<file path="src/rtl/ps2_pkg.sv">
// Shared constants for the PS/2 receiver and key decoder: frame FSM state codes,
// set-2 prefix/key codes and the frame parity helper.
package ps2_pkg;

    localparam logic [1:0] ST_IDLE   = 2'd0;
    localparam logic [1:0] ST_DATA   = 2'd1;
    localparam logic [1:0] ST_PARITY = 2'd2;
    localparam logic [1:0] ST_STOP   = 2'd3;

    localparam logic [7:0] CODE_EXT = 8'hE0;
    localparam logic [7:0] CODE_BRK = 8'hF0;
    localparam logic [7:0] CODE_UP  = 8'h75;

    // PS/2 uses odd parity across the data byte and the parity bit together.
    function automatic logic odd_parity_ok(input logic [7:0] data, input logic par);
        return ^{data, par};
    endfunction

endpackage

</file>
<file path="src/rtl/ps2_rx.sv">
// PS/2 line receiver: synchronizes and filters the keyboard lines, deframes
// 11-bit frames and aborts a frame that stalls mid-way.
module ps2_rx
    import ps2_pkg::*;
#(
    parameter int FILTER_LEN = 8,
    parameter int TIMEOUT    = 50000
) (
    input  logic       clk,
    input  logic       rst,
    input  logic       ps2_clk,
    input  logic       ps2_data,
    output logic [7:0] rx_byte,
    output logic       rx_valid,
    output logic       rx_err
);

    localparam int FCW = $clog2(FILTER_LEN) + 1;
    localparam int TCW = $clog2(TIMEOUT);
    localparam logic [FCW-1:0] F_LAST  = FCW'(FILTER_LEN - 1);
    localparam logic [TCW-1:0] TO_LAST = TCW'(TIMEOUT - 1);

    logic           clk_meta_r, clk_sync_r, data_meta_r, data_sync_r;
    logic           clk_filt_r, clk_prev_r;
    logic [FCW-1:0] flt_cnt_r;
    logic           fall_s;
    logic [1:0]     state_r;
    logic [2:0]     bit_cnt_r;
    logic [7:0]     shift_r;
    logic           par_r;
    logic [TCW-1:0] to_cnt_r;
    logic [7:0]     rx_byte_r;
    logic           rx_valid_r, rx_err_r;

    // Two-flop synchronizers; idle PS/2 lines are high.
    always_ff @(posedge clk) begin
        if (rst) begin
            {clk_meta_r, clk_sync_r, data_meta_r, data_sync_r} <= 4'b1111;
        end else begin
            clk_meta_r  <= ps2_clk;
            clk_sync_r  <= clk_meta_r;
            data_meta_r <= ps2_data;
            data_sync_r <= data_meta_r;
        end
    end

    // Clock deglitcher: the filtered level follows only a run of FILTER_LEN differing samples.
    always_ff @(posedge clk) begin
        if (rst) begin
            clk_filt_r <= 1'b1;
            clk_prev_r <= 1'b1;
            flt_cnt_r  <= '0;
        end else begin
            clk_prev_r <= clk_filt_r;
            if (clk_sync_r == clk_filt_r) begin
                flt_cnt_r <= '0;
            end else if (flt_cnt_r == F_LAST) begin
                clk_filt_r <= clk_sync_r;
                flt_cnt_r  <= '0;
            end else begin
                flt_cnt_r <= flt_cnt_r + {{(FCW-1){1'b0}}, 1'b1};
            end
        end
    end

    assign fall_s = clk_prev_r & ~clk_filt_r;

    // Frame FSM with mid-frame stall timeout; a fall in the same cycle beats the timeout.
    always_ff @(posedge clk) begin
        if (rst) begin
            state_r    <= ST_IDLE;
            bit_cnt_r  <= 3'd0;
            shift_r    <= 8'h00;
            par_r      <= 1'b0;
            to_cnt_r   <= '0;
            rx_byte_r  <= 8'h00;
            rx_valid_r <= 1'b0;
            rx_err_r   <= 1'b0;
        end else begin
            rx_valid_r <= 1'b0;
            rx_err_r   <= 1'b0;
            if (fall_s) begin
                to_cnt_r <= '0;
                case (state_r)
                    ST_IDLE: begin
                        if (!data_sync_r) begin
                            state_r   <= ST_DATA;
                            bit_cnt_r <= 3'd0;
                        end else begin
                            state_r <= ST_IDLE;
                        end
                    end
                    ST_DATA: begin
                        shift_r <= {data_sync_r, shift_r[7:1]};
                        if (bit_cnt_r == 3'd7) begin
                            state_r <= ST_PARITY;
                        end else begin
                            bit_cnt_r <= bit_cnt_r + 3'd1;
                        end
                    end
                    ST_PARITY: begin
                        par_r   <= data_sync_r;
                        state_r <= ST_STOP;
                    end
                    ST_STOP: begin
                        if (data_sync_r && odd_parity_ok(shift_r, par_r)) begin
                            rx_valid_r <= 1'b1;
                            rx_byte_r  <= shift_r;
                        end else begin
                            rx_err_r <= 1'b1;
                        end
                        state_r <= ST_IDLE;
                    end
                    default: state_r <= ST_IDLE;
                endcase
            end else if (state_r != ST_IDLE) begin
                if (to_cnt_r == TO_LAST) begin
                    rx_err_r <= 1'b1;
                    state_r  <= ST_IDLE;
                    to_cnt_r <= '0;
                end else begin
                    to_cnt_r <= to_cnt_r + {{(TCW-1){1'b0}}, 1'b1};
                end
            end else begin
                to_cnt_r <= '0;
            end
        end
    end

    assign rx_byte  = rx_byte_r;
    assign rx_valid = rx_valid_r;
    assign rx_err   = rx_err_r;

endmodule

</file>
<file path="src/rtl/ps2_flap_ctrl.sv">
// PS/2 keyboard front end for the game: receives scan codes and turns the flap
// and restart keys into a held flap level plus one-cycle flap/restart pulses.
module ps2_flap_ctrl
    import ps2_pkg::*;
#(
    parameter int         FILTER_LEN  = 8,
    parameter int         TIMEOUT     = 50000,
    parameter logic [7:0] KEY_FLAP    = 8'h29,
    parameter logic [7:0] KEY_RESTART = 8'h5A
) (
    input  logic       clk,
    input  logic       rst,
    input  logic       ps2_clk,
    input  logic       ps2_data,
    output logic [7:0] rx_byte,
    output logic       rx_valid,
    output logic       rx_err,
    output logic       flap_level,
    output logic       flap_pulse,
    output logic       restart_pulse
);

    logic ext_r, brk_r;
    logic flap_level_r, flap_pulse_r, restart_pulse_r;
    logic is_flap_s, is_restart_s;

    ps2_rx #(
        .FILTER_LEN(FILTER_LEN),
        .TIMEOUT   (TIMEOUT)
    ) u_rx (
        .clk     (clk),
        .rst     (rst),
        .ps2_clk (ps2_clk),
        .ps2_data(ps2_data),
        .rx_byte (rx_byte),
        .rx_valid(rx_valid),
        .rx_err  (rx_err)
    );

    assign is_flap_s    = ((rx_byte == KEY_FLAP) && !ext_r) || ((rx_byte == CODE_UP) && ext_r);
    assign is_restart_s = (rx_byte == KEY_RESTART) && !ext_r && !brk_r;

    // Scan-code decoder: prefixes arm flags, any other code acts and clears them.
    always_ff @(posedge clk) begin
        if (rst) begin
            ext_r           <= 1'b0;
            brk_r           <= 1'b0;
            flap_level_r    <= 1'b0;
            flap_pulse_r    <= 1'b0;
            restart_pulse_r <= 1'b0;
        end else begin
            flap_pulse_r    <= 1'b0;
            restart_pulse_r <= 1'b0;
            if (rx_err) begin
                ext_r <= 1'b0;
                brk_r <= 1'b0;
            end else if (rx_valid) begin
                case (rx_byte)
                    CODE_EXT: ext_r <= 1'b1;
                    CODE_BRK: brk_r <= 1'b1;
                    default: begin
                        ext_r <= 1'b0;
                        brk_r <= 1'b0;
                        if (is_flap_s) begin
                            if (brk_r) begin
                                flap_level_r <= 1'b0;
                            end else begin
                                flap_pulse_r <= ~flap_level_r;
                                flap_level_r <= 1'b1;
                            end
                        end
                        restart_pulse_r <= is_restart_s;
                    end
                endcase
            end
        end
    end

    assign flap_level    = flap_level_r;
    assign flap_pulse    = flap_pulse_r;
    assign restart_pulse = restart_pulse_r;

endmodule
</file>
<file path="config.mk">
export PLATFORM = sky130hd
export DESIGN_NAME = ps2_flap_ctrl
export DESIGN_NICKNAME = d
export VERILOG_FILES = /design/src/rtl/ps2_pkg.sv /design/src/rtl/ps2_rx.sv /design/src/rtl/ps2_flap_ctrl.sv
export SDC_FILE = /design/constraint.sdc
export NUM_CORES = 1
export LEC_CHECK = 0
export ABC_AREA = 0
export CAP_MARGIN = 20
export CORE_ASPECT_RATIO = 0.7
export CORE_MARGIN = 3
export CORE_UTILIZATION = 52
export CTS_CLUSTER_SIZE = 10
export DETAILED_ROUTE_END_ITERATION = 10
export PLACE_DENSITY = 0.76
export SLEW_MARGIN = 20
export SYNTH_ARGS = -nofsm -noshare
export SYNTH_HDL_FRONTEND = slang
export SYNTH_SLANG_ARGS = --single-unit
</file>
<file path="constraint.sdc">
create_clock -name clk -period 1.56 [get_ports clk]
set_input_delay 0.156 -clock clk [delete_from_list [all_inputs] [get_ports clk]]
set_output_delay 0.156 -clock clk [all_outputs]
set_load 0.02 [all_outputs]
</file>
# Yosys cells after proc, flatten, opt, wreduce, memory -nomap -nowiden

Index checks and enable logic that the tools add are counted.
W data, S select, Z words.

Input port bits: 4
Bits in registers: 55
Output and inout port bits: 13
Logic and storage cells: 99

Reductions and logical operators: 30
$add $sub $neg: 3
Bitwise operators: 13
Mux-type cells: 18
Equality and inequality tests: 15

Operators with widths:

| cell                    | number |
|---|---|
| $add A16 B1 Y16 const B | 1 |
| $eq A16 B16 Y1 const B  | 1 |
| $eq A8 B7 Y1 const B    | 2 |
| $eq A8 B8 Y1 const B    | 2 |
| $not A1 Y1              | 12 |
| $reduce_and A2 Y1       | 5 |
| $reduce_xor A9 Y1       | 1 |
| $eq A8 B6 Y1 const B    | 1 |
| $mux W1                 | 8 |
| $mux W2                 | 4 |
| $pmux W2 S4             | 1 |
| $reduce_and A4 Y1       | 2 |
| $reduce_bool A2 Y1      | 4 |
| $reduce_or A7 Y1        | 1 |
| $mux W3                 | 2 |
| $pmux W3 S2             | 1 |
| $reduce_and A3 Y1       | 2 |
| $reduce_or A3 Y1        | 2 |
| $logic_and A1 B1 Y1     | 5 |
| $reduce_or A5 Y1        | 1 |
| $add A4 B1 Y4 const B   | 1 |
| $eq A2 B2 Y1 const B    | 2 |
| $eq A4 B3 Y1 const B    | 1 |
| $ne A2 B2 Y1 const B    | 2 |
| other kinds (12)        | 15 |

# Logic depth before layout (Yosys ltp)

Depth after elaboration: 5
Gate-level depth with buffers: 6
Mapped depth without buffers: 6

# Hierarchy

From an unflattened synthesis, not the netlist that was laid out.

Cell total of the unflattened synthesis: 262
Area total of the unflattened synthesis: 2528.7 um2

By module, submodules not included:

| module        | instances | sequential area each (um2) | cells an instance | area each (um2) |
|---|---|---|---|---|
| ps2_rx        | 1         | 1001.0                     | 231               | 2257.2 |
| ps2_flap_ctrl | 1         | 100.1                      | 31                | 271.5 |

# Worst setup path before layout

OpenSTA, ideal clock, no wires.

Path kind: register -> register
Start point: register u_rx.shift_r[6]
End point: register u_rx.rx_byte_r[0], in the netlist u_rx.rx_byte[0]
Buffers on the path: 0
Path slack: -0.136 ns
Setup time: 0.072 ns
Data required time: 1.488 ns
Cell stages (with the launch flop): 5
Period minus slack after synthesis: 1.696 ns
Data arrival time: 1.624 ns
Path through: dfxtp_1 > xor3_1 > or2_2 > mux2i_4 > mux2i_1

Cells in the longest elaborated chain, start to end: 3

RTL lines:

| item                        | RTL line      | RTL |
|---|---|---|
| start: declaration          | ps2_rx.sv:29  | `logic [7:0] shift_r;` |
| start signal: assignment    | ps2_rx.sv:94  | `shift_r <= {data_sync_r, shift_r[7:1]};` |
| $reduce_xor A9 Y1           | ps2_pkg.sv:16 | `return ^{data, par};` |
| $logic_and A1 B1 Y1         | ps2_rx.sv:106 | `if (data_sync_r && odd_parity_ok(shift_r, par_r)) begin` |
| $reduce_and A3 Y1 (no line) | n/a           |  |
| end signal: assignment      | ps2_rx.sv:108 | `rx_byte_r <= shift_r;` |
| end: declaration            | ps2_rx.sv:32  | `logic [7:0] rx_byte_r;` |

No other way between the ends.
A chain may end at the register's enable or synchronous reset.

# Worst setup path after layout

Start point: register u_rx.state_r[0]
End point: register u_rx.rx_byte_r[3], in the netlist u_rx.rx_byte[3]

Cells in the longest elaborated chain, start to end: 2

RTL lines:

| item                        | RTL line     | RTL |
|---|---|---|
| start: declaration          | ps2_rx.sv:27 | `logic [1:0] state_r;` |
| start signal: assignment    | ps2_rx.sv:71 | `state_r <= ST_IDLE;` |
| start signal: assignment    | ps2_rx.sv:87 | `state_r <= ST_DATA;` |
| start signal: assignment    | ps2_rx.sv:90 | `state_r <= ST_IDLE;` |
| $eq A2 B2 Y1                | ps2_rx.sv:84 | `case (state_r)` |
| $reduce_and A3 Y1 (no line) | n/a          |  |

No other way between the ends.

==> results.md <==
- In the synthesized netlist the async set-or-reset flop fraction comes to 0.
- The number of instances in the synthesized netlist is 260.
- The count of unresolved DRC violations after routing is 0.
- In this run the standard cell core region covers 4480 um^2.
- Summed over all layers, the routed wires come to 5090 um.
- The fraction of layout instances using a drive strength above 1 is 0.280.
- The number of buffers created by CTS is 5.
- The area enclosed by the die boundary is 5670 um^2.
- The worst clock skew is ~0.013 ns.
- The register bit count reported by yosys is 55.
- The global-route wire length before repair is 8530 um.
- The number of H-tree levels is 2.
- The detail-routed net length per standard cell is between 10 and 15 um.
- The placed wire-length estimate after detailed placement is 3510 um.
- The floorplan step set the die height to 63.9 um.
- The startpoint of the most critical register-to-register path is u_rx.state_r[0].
- The initialized floorplan defines 20 standard-cell rows.
- The terminus of the critical flop-to-flop path is u_rx.rx_byte[3].
- By area the synthesized netlist is led by sky130_fd_sc_hd__dfxtp_1 (44%), sky130_fd_sc_hd__mux2i_1 (6.8%), sky130_fd_sc_hd__nor2_1 (4.7%).
- For this design, the CTS-stage hold fixing added 0 buffers.
- At the pin with the least slew margin, the transition time is 0.308 ns.
- The area share of the largest cell type after synthesis is 0.442.
- The worst min-delay path class is in2reg.
- Summing every instance area after synthesis gives approximately 2500 um^2.
- The longest clock path from root to sink contains 2 buffers.
- In the global route stage, overall resource usage came out at 0.190.
- The signal on the critical path passes through ha_1 > nand4b_1 > or2_4 > mux2i_4 > buf_12 > mux2i_2.
- In this run the clock root is driven by a sky130_fd_sc_hd__clkbuf_8.
- The flow ran to the end, but the final reports show violations.
- The cell type of the slowest stage on the worst timing path is sky130_fd_sc_hd__dfxtp_4.
- Fill cells in the final layout number ~320.
- Once detail routing completed, the nets flagged for antenna violations numbered 0.
- The clock tree from TritonCTS is done.
- The setup slack after layout is -0.0359 ns.
- The critical path's top delay family is simple AND/OR/NAND/NOR gates.
- The area growth from synthesis to layout is 31.9%.
- Counting flops with a built-in enable in the synthesized netlist gives 0.
- Along the worst hold path, the cell count comes to 2.
- The synthesized design spends more area on one cell type than any other, namely sky130_fd_sc_hd__dfxtp_1.
- In this design, the stage delay of the slowest critical-path cell is around 0.40 ns.
- The via count of the first global-routing pass is ~1800.
- The finished cells cover ~3300 um^2.
- After layout, the minimum clock period comes to 1.60 ns.
- The via total after detailed routing is 1990.
- Setup repair after global routing could not meet its margin everywhere.
- The net count after synthesis is 272.
- The effective utilization at floorplan is 0.556.
- The power density over the cells is 696 nW/um^2.
- The number of different library cells in the post-synthesis netlist is 40.
- Yosys printed 0 warnings.
- The final global-route overflow total is 0.
- The critical path endpoint category is a flip-flop.
- The register-to-register setup slack is -0.04 ns.
- The worst hold path begins at ps2_clk.
- The standby leakage power is 1.37 nW.
- The number of hold violations in the final report is 0.
- For this run, the leading register cell type out of synthesis is sky130_fd_sc_hd__dfxtp_1.
- Once placement finished, the instance area stood at between 2000 and 3000 um^2.
- STA classifies the critical path startpoint as a flip-flop.
- The number of nets in the final layout is 325.
- After detailed routing, the number of vias per cell comes to roughly 5.4.
- 0 antenna diodes ended up in the layout.
- The top fanout value on the critical path is 9.
- For this run, the top clock speed supported by timing is 627 MHz.
- The post-synthesis area per instance is 9.58 um^2.
- The critical path in this run is classified as reg2reg.
- The number of max-cap violations is 0.
- The worst relative slew slack is 0.792.
- The share of the Yosys chip area taken by registers is 0.442.
- The die is 88.7 um wide.
- Together, buffers and inverters on the worst path number 1.
- STA puts the critical path data required time at 1.80 ns.
- The setup TNS is -0.0980 ns.
- The path depth of the worst reg2reg path is 6.
- The worst setup slack after placement is -0.0569 ns.
- After clock tree synthesis, the clock-pin slew on the worst setup and hold paths is 0.11 ns.
- The number of antenna violations at the first check in global routing is 0.
- The number of port buffers is 16.
- At the end of routability-driven placement, the weighted congestion stood at ~0.82.
- The maximum vdd drop is 0.650 mV.
- Setup violations remaining at the end of the flow were counted as 7.
- The fraction of the cycle the final worst path needs is 1.02.
- Entering global routing, the biggest net connects 26 pins.
- The initial detailed-routing violation count is 76.
- Clock latency on the worst-skew pair, taken at its later pin, is about 0.31 ns.
- The first TritonRoute pass finished after 4 iterations.
- The number of max-slew violations in the final report is 0.
- The worst hold path terminates at u_rx.clk_meta_r.
- For this design, the sink count on the clock tree is 55.
- The final reports fail on setup timing.
- Pin placement for this block handled 17 I/O pins.
- Data on the critical path arrives at its endpoint at 1.84 ns.
worst register-to-register path, stage by stage, from the launching register on:
cell and delay, ns:
sky130_fd_sc_hd__dfxtp_4 0.40, sky130_fd_sc_hd__ha_1 0.20, sky130_fd_sc_hd__nand4b_1 0.14, sky130_fd_sc_hd__or2_4 0.29, sky130_fd_sc_hd__mux2i_4 0.16, sky130_fd_sc_hd__buf_12 0.15, sky130_fd_sc_hd__mux2i_2 0.19
per-layer routing:
metal  vias to the layer above  part of all wire  global-route usage
met5                         -                 0                   0
met4                         0            0.0077              0.0528
met3                         5             0.050              0.0438
met2                        46              0.41               0.256
met1                       931              0.53               0.296
li1                       1008                 -                   -
cells by family after synthesis:
logic type                 share of synthesized area
adders and majority gates                     0.0402
DFF                                            0.442
muxes                                         0.0774
buffers and inverters                         0.0221
AOI/OAI and AO/OA                             0.0533
xor gates and xnor gates                      0.0894
and+or+nand+nor                                0.275
cells in the mapped netlist, types with 5 or more instances:
cell type,count
sky130_fd_sc_hd__xor2_1,12
sky130_fd_sc_hd__nand2_1,13
sky130_fd_sc_hd__a21oi_1,9
sky130_fd_sc_hd__or2_2,8
sky130_fd_sc_hd__mux2i_1,17
sky130_fd_sc_hd__xnor2_1,8
sky130_fd_sc_hd__nand2b_1,16
sky130_fd_sc_hd__nor2b_1,8
sky130_fd_sc_hd__nand3_1,11
sky130_fd_sc_hd__nand4_1,8
sky130_fd_sc_hd__ha_1,8
sky130_fd_sc_hd__inv_1,5
sky130_fd_sc_hd__clkbuf_1,7
sky130_fd_sc_hd__nor2_1,31
sky130_fd_sc_hd__dfxtp_1,55
how the worst max path moves through the flow:
stage | startpoint | to | slack (ns) | depth (start not counted)
after global routing | u_rx.state_r[0] | u_rx.bit_cnt_r[2] | -0.09 | 8
after CTS | u_rx.par_r | u_rx.rx_byte[3] | -0.03 | 5
final | u_rx.state_r[0] | u_rx.rx_byte[3] | -0.04 | 6
after detailed placement | u_rx.state_r[0] | u_rx.bit_cnt_r[0] | -0.06 | 6
after global placement | u_rx.state_r[0] | u_rx.bit_cnt_r[0] | -0.03 | 6
after floorplan | u_rx.par_r | u_rx.rx_byte[3] | -0.03 | 4
layout make-up:
cell class / count / area, um^2 / area share
multi-input cells: 191 / 1470 / 0.448
flip-flops and latches: 55 / 1120 / 0.341
repair buffers: 55 / 505 / 0.154
clock buffers: 5 / 68.8 / 0.0210
well taps: 55 / 68.8 / 0.0210
clock inverters: 3 / 26.3 / 0.00800
inverters: 5 / 23.8 / 0.00724
layout by cell type (no fill, tap or decap), drive strengths merged, types with 5 or more instances in the layout:
master	count
a21oi	9
buf	39
clkbuf	5
clkdlybuf4s50	8
dfxtp	55
dlymetal6s2s	8
ha	8
inv	7
mux2i	18
nand2	13
nand2b	16
nand3	11
nand4	8
nor2	31
nor2b	8
or2	9
xnor2	8
xor2	12
power breakdown:
group          switching, mW  internal (mW)  total, mW
Combinational         0.0216         0.0229     0.0445
Sequential           0.00447           1.40       1.41
Clock                  0.499          0.332      0.831
Total                  0.525           1.76       2.28
sequential cells by signal (all words and copies together) (netlist names), 2 cells and up:
signal,flops
u_rx.flt_cnt_r,4
u_rx.state_r,2
u_rx.bit_cnt_r,3
u_rx.to_cnt_r,16
u_rx.shift_r,8
u_rx.rx_byte,8
repair_timing:
item	in CTS	in global routing
setup buffers	0	2
endpoints found under the setup margin	25	48
pin swaps	1	6
resized for setup	9	40
per-stage QoR:
step                      instances  hold slack (ns)  total power [mW]  utilization
after floorplan                 260            0.260              1.47            -
after global placement          359            0.399              1.49        0.668
after detailed placement        359            0.394              1.49        0.668
after CTS                       367            0.398              2.30        0.696
after global routing            369            0.389              2.37        0.733
final                           369            0.401              2.28        0.733
Power figures use the tool's default switching activity.
